$ cat config.mk
export PLATFORM = sky130hd
export DESIGN_NAME = uart_tx_arbiter
export DESIGN_NICKNAME = d
export VERILOG_FILES = /design/src/rtl/uart_tx_arbiter.sv
export SDC_FILE = /design/constraint.sdc
export NUM_CORES = 1
export LEC_CHECK = 0
export CORE_MARGIN = 5
export CORE_UTILIZATION = 49
export DETAILED_ROUTE_END_ITERATION = 8
export PLACE_DENSITY = 0.83
export SETUP_SLACK_MARGIN = 0.02
export SLEW_MARGIN = 15
export SYNTH_ARGS = -nofsm -noshare
export SYNTH_HDL_FRONTEND = slang
export SYNTH_SLANG_ARGS = --single-unit
$ cat constraint.sdc
create_clock -name clock_i -period 2.9 [get_ports clock_i]
set_input_delay 0.29 -clock clock_i [delete_from_list [all_inputs] [get_ports clock_i]]
set_output_delay 0.29 -clock clock_i [all_outputs]
set_load 0.03 [all_outputs]
$ cat src/rtl/uart_tx_arbiter.sv
// Two-requester round-robin arbiter feeding a single Uart transmitter.
// A winner's byte is latched, written once, and acknowledged when the Uart reports busy.
module uart_tx_arbiter #(
  parameter int unsigned TIMEOUT_WIDTH  = 8,
  parameter int unsigned TIMEOUT_CYCLES = 255
) (
  input  logic       clock_i,
  input  logic       reset_i,
  input  logic       req0_i,
  input  logic [7:0] data0_i,
  output logic       ack0_o,
  input  logic       req1_i,
  input  logic [7:0] data1_i,
  output logic       ack1_o,
  output logic       error_o,
  output logic       uart_write_o,
  output logic [7:0] uart_data_o,
  input  logic       uart_busy_i
);

  typedef enum logic [1:0] {
    IDLE,
    ISSUE,
    WAIT_DONE
  } state_e;

  localparam logic [TIMEOUT_WIDTH-1:0] TIMEOUT_LAST = TIMEOUT_WIDTH'(TIMEOUT_CYCLES - 1);

  state_e                   state_q, state_d;
  logic                     ptr_q, ptr_d;
  logic                     winner_q, winner_d;
  logic [TIMEOUT_WIDTH-1:0] cnt_q, cnt_d;
  logic [7:0]               data_q, data_d;
  logic                     write_q, write_d;
  logic                     ack0_q, ack0_d;
  logic                     ack1_q, ack1_d;
  logic                     error_q, error_d;

  always_ff @(posedge clock_i) begin
    if (reset_i) begin
      state_q  <= IDLE;
      ptr_q    <= 1'b0;
      winner_q <= 1'b0;
      cnt_q    <= '0;
      data_q   <= '0;
      write_q  <= 1'b0;
      ack0_q   <= 1'b0;
      ack1_q   <= 1'b0;
      error_q  <= 1'b0;
    end else begin
      state_q  <= state_d;
      ptr_q    <= ptr_d;
      winner_q <= winner_d;
      cnt_q    <= cnt_d;
      data_q   <= data_d;
      write_q  <= write_d;
      ack0_q   <= ack0_d;
      ack1_q   <= ack1_d;
      error_q  <= error_d;
    end
  end

  always_comb begin
    state_d  = state_q;
    ptr_d    = ptr_q;
    winner_d = winner_q;
    cnt_d    = cnt_q;
    data_d   = data_q;
    case (state_q)
      IDLE: begin
        if (!uart_busy_i && (req0_i || req1_i)) begin
          // pointer only breaks ties; a lone requester always wins
          winner_d = (req0_i && req1_i) ? ptr_q : req1_i;
          data_d   = winner_d ? data1_i : data0_i;
          cnt_d    = '0;
          state_d  = ISSUE;
        end
      end
      ISSUE: begin
        if (uart_busy_i) begin
          ptr_d   = ~winner_q;
          state_d = WAIT_DONE;
        end else if (cnt_q == TIMEOUT_LAST) begin
          ptr_d   = ~winner_q;
          cnt_d   = '0;
          state_d = IDLE;
        end else begin
          cnt_d = cnt_q + 1'b1;
        end
      end
      WAIT_DONE: begin
        if (!uart_busy_i) begin
          state_d = IDLE;
        end
      end
      default: state_d = IDLE;
    endcase
  end

  always_comb begin
    write_d = (state_d == ISSUE);
    ack0_d  = (state_q == ISSUE) && uart_busy_i && !winner_q;
    ack1_d  = (state_q == ISSUE) && uart_busy_i && winner_q;
    error_d = (state_q == ISSUE) && !uart_busy_i && (cnt_q == TIMEOUT_LAST);
  end

  assign uart_write_o = write_q;
  assign uart_data_o  = data_q;
  assign ack0_o       = ack0_q;
  assign ack1_o       = ack1_q;
  assign error_o      = error_q;

endmodule

==> metrics.yaml <==
grt_use_total: 0.148
finalMaxSlewViolations: 0
static-leakage-power_nw: 0.548
yosys_warnings: 0
routed-via-count: 938
max-clock-path-buffers: 2
width_of_the_die_um: 57.5
critical_path.max_stage_delay_ps: 590
ant_nets: 0
worstSkewPairLatency_ps: 310
slew_headroom: 0.612
post_synth_main_area_contributors: "sky130_fd_sc_hd__dfxtp_1 (43%), sky130_fd_sc_hd__mux2i_1 (7.2%), sky130_fd_sc_hd__nor2_1 (5.8%)"
final_layout_size_suffix_gt1_frac: 0.0753
cell_taking_the_most_area_after_synthesis: "sky130_fd_sc_hd__dfxtp_1"
antenna_cells: 0
timing.final.setup_violations: 0
floorplan.initialDensity: 0.504
grt.overflow.total: 0
ctsHtreeMaxLevel: 1
fin_nets: 170
postCtsSetupBuffers: 0
crit_slowest_cell: "sky130_fd_sc_hd__clkdlybuf4s50_1"
netlist-cell-type-count: 34
cp.arrival_ps: 1910
synth_area_per_cell_sq_um: 9.44
clkSlewWorstSetupHoldPaths_ps: 130
fmaxAchievable_ghz: 0.595
drc: 0
core-area_sq_um: 2190
cellInternalPower_uw: 550
tritoncts_clock_tree: "built"
share_of_the_clock_period_used_by_the_worst_path: 0.579
holdBufCountCts: 0
netlist_area_sq_um: 1100
detail_route.first_pass.iterations: 4
numCtsBuffers: 3
fin_area_sq_um: 1470
routed.top_layer: "met4"
share_of_the_synthesized_area_in_the_top_cell_type: 0.435
flow.area_growth_from_synthesis_pct: 32.8
clock_power_share: 0.329
worst_clock_skew_ps: 5.13
setup_repair_after_global_routing_missed_its_margin: "false"
cts.sinks: 24
grt_antenna_before_repair: 0
placed_area_sq_um: 1420
detail_route.vias_per_cell: 5.39
drt_iter0_drc: 13
count_of_maximum_capacitance_violations: 0
hold_viol: 0
status: "finished clean"
power.ir.vdd_worst_mv: 0.308
first_global_vias: 897
io_pins: 33
synth-seq-area-share: 0.435
worst_setup_path_end_kind: "flip-flop"
setup_crit_path_kind: "in -> reg"
post_drt_wl_per_cell_um: 13.1
grt_start_max_net_pins: 18
switchingPower_uw: 175
portBuffers: 32
rd_place_congestion: 0.814
dieHeight_um: 57.5
min_path_type: "reg -> reg"
netlist_instances: 117
timing.critical_path.required_ps: 3130
setup.worst_path.start_class: "primary input"
path_max_fanout: 10
worstMarginPinSlew_ps: 580
die-area_sq_um: 3300
met2RoutedLength_um: 973
drt_wl_total_um: 2270
wl_met3_um: 208
dpl.hpwl_um: 1770
synth-seq-cells: 24
cp_cell_sequence: "clkdlybuf4s50_1, nor4_4, buf_4, nor2_1, a211oi_1"
clock-root-buffer: "sky130_fd_sc_hd__clkbuf_4"
m1WireLength_um: 1050
rows: 17
cellPowerDensity_nw_per_um2: 494
postCtsResizedCells: 0
totalNegativeSetupSlack_ps: 0
share_comb_of_total_power: 0.182
syn-num-nets: 140
grt_pass1_wl_um: 3860
total_power_uw: 725
seq_power_share: 0.489
final.min_clock_period_ps: 1680
power.switching_fraction: 0.241
-- cell families (layout without fill, tap and decap cells) --
group	after synthesis	after routing	synth area share
buffers and inverters	11	40	0.0577
XOR/XNOR	5	5	0.0396
adder cells (fa/ha/maj)	2	2	0.0226
flip-flops	24	24	0.435
multiplexers	9	9	0.0827
AND/OR/NAND/NOR	42	42	0.213
AO/OA/AOI/OAI	24	24	0.150
-- Yosys cell counts (all sizes together) --
| cell type | n |
|---|---|
| or3 | 4 |
| a31oi | 1 |
| xnor2 | 1 |
| and4 | 1 |
| a41oi | 1 |
| ha | 2 |
| a211oi | 8 |
| inv | 3 |
| and4bb | 1 |
| a31o | 1 |
| xor2 | 4 |
| nand2b | 3 |
| nand4 | 2 |
| a41o | 1 |
| mux2 | 1 |
| a21oi | 7 |
| nor4 | 3 |
| nor3 | 3 |
| dfxtp | 24 |
| nand3 | 4 |
| and3 | 1 |
| o21ai | 3 |
| buf | 7 |
| nand2 | 3 |
| a2111oi | 2 |
| nor2 | 17 |
| mux2i | 8 |
| clkbuf | 1 |
-- critical path: cells and delay by family --
kind / cells / cell delay (ps)
AO/OA/AOI/OAI: 1 / 210
AND/OR/NAND/NOR: 2 / 560
buffers and inverters: 2 / 840
-- placed cells by master, fill, tap and decap left out, types with 3 or more instances in the layout --
cell type and n:
sky130_fd_sc_hd__nand2b_1 3, sky130_fd_sc_hd__mux2i_1 8, sky130_fd_sc_hd__inv_1 3, sky130_fd_sc_hd__nor2_1 17, sky130_fd_sc_hd__clkbuf_4 3, sky130_fd_sc_hd__dfxtp_1 24, sky130_fd_sc_hd__a21oi_1 7, sky130_fd_sc_hd__xor2_1 4
sky130_fd_sc_hd__a211oi_1 8, sky130_fd_sc_hd__or3_1 4, sky130_fd_sc_hd__clkdlybuf4s50_1 32, sky130_fd_sc_hd__nand3_1 4, sky130_fd_sc_hd__nor3_1 3
-- state kept, by name, summed over array words and instances (netlist names) --
register and flops:
winner_q 1, state_q 2, uart_write_o 1, ptr_q 1, ack0_o 1, ack1_o 1
error_o 1, cnt_q 8, uart_data_o 8
-- metrics by stage --
step	hold slack, ps	util	setup WS (ps)	cells
after floorplan	417	-	1550	117
after global placement	434	0.646	995	170
after detailed placement	450	0.646	870	170
after CTS	478	0.670	1210	174
after global routing	519	0.670	1080	174
final	486	0.670	1220	174
-- layer usage --
layer  vias up  GRT usage
met5         -          0
met4         0     0.0629
met3         7     0.0679
met2        42      0.227
met1       408      0.178
li1        481          -
-- worst paths after layout --
path                                       to  slack, ps                   from  cells past startpoint
hold reg to reg             ack0_o$_SDFF_PP0_        490  winner_q$_SDFFE_PP0P_                      1
setup reg to reg  uart_data_o[7]$_SDFFE_PP0P_       1350  state_q[0]$_SDFF_PP0_                      4
hold / removal              ack0_o$_SDFF_PP0_        490  winner_q$_SDFFE_PP0P_                      1
setup / recovery  uart_data_o[7]$_SDFFE_PP0P_       1220            uart_busy_i                      5
-- cell type report --
cell class,instances,area (sq um)
fillers,179,723
multi-input cells,82,561
flip-flops and latches,24,480
repair buffers,33,328
well taps,28,35.0
clock inverters,1,30.0
clock buffers,3,22.5
inverters,3,11.3
-- power groups by stage --
stage                     Combinational, mW  Clock, mW  Sequential (mW)
final                                 0.132      0.238            0.354
after global placement                0.130          0            0.361
after CTS                             0.133      0.245            0.354
after global routing                  0.142      0.260            0.356
after floorplan                      0.0567          0            0.381
after detailed placement              0.133          0            0.361
(Power assumes the default switching activity.)
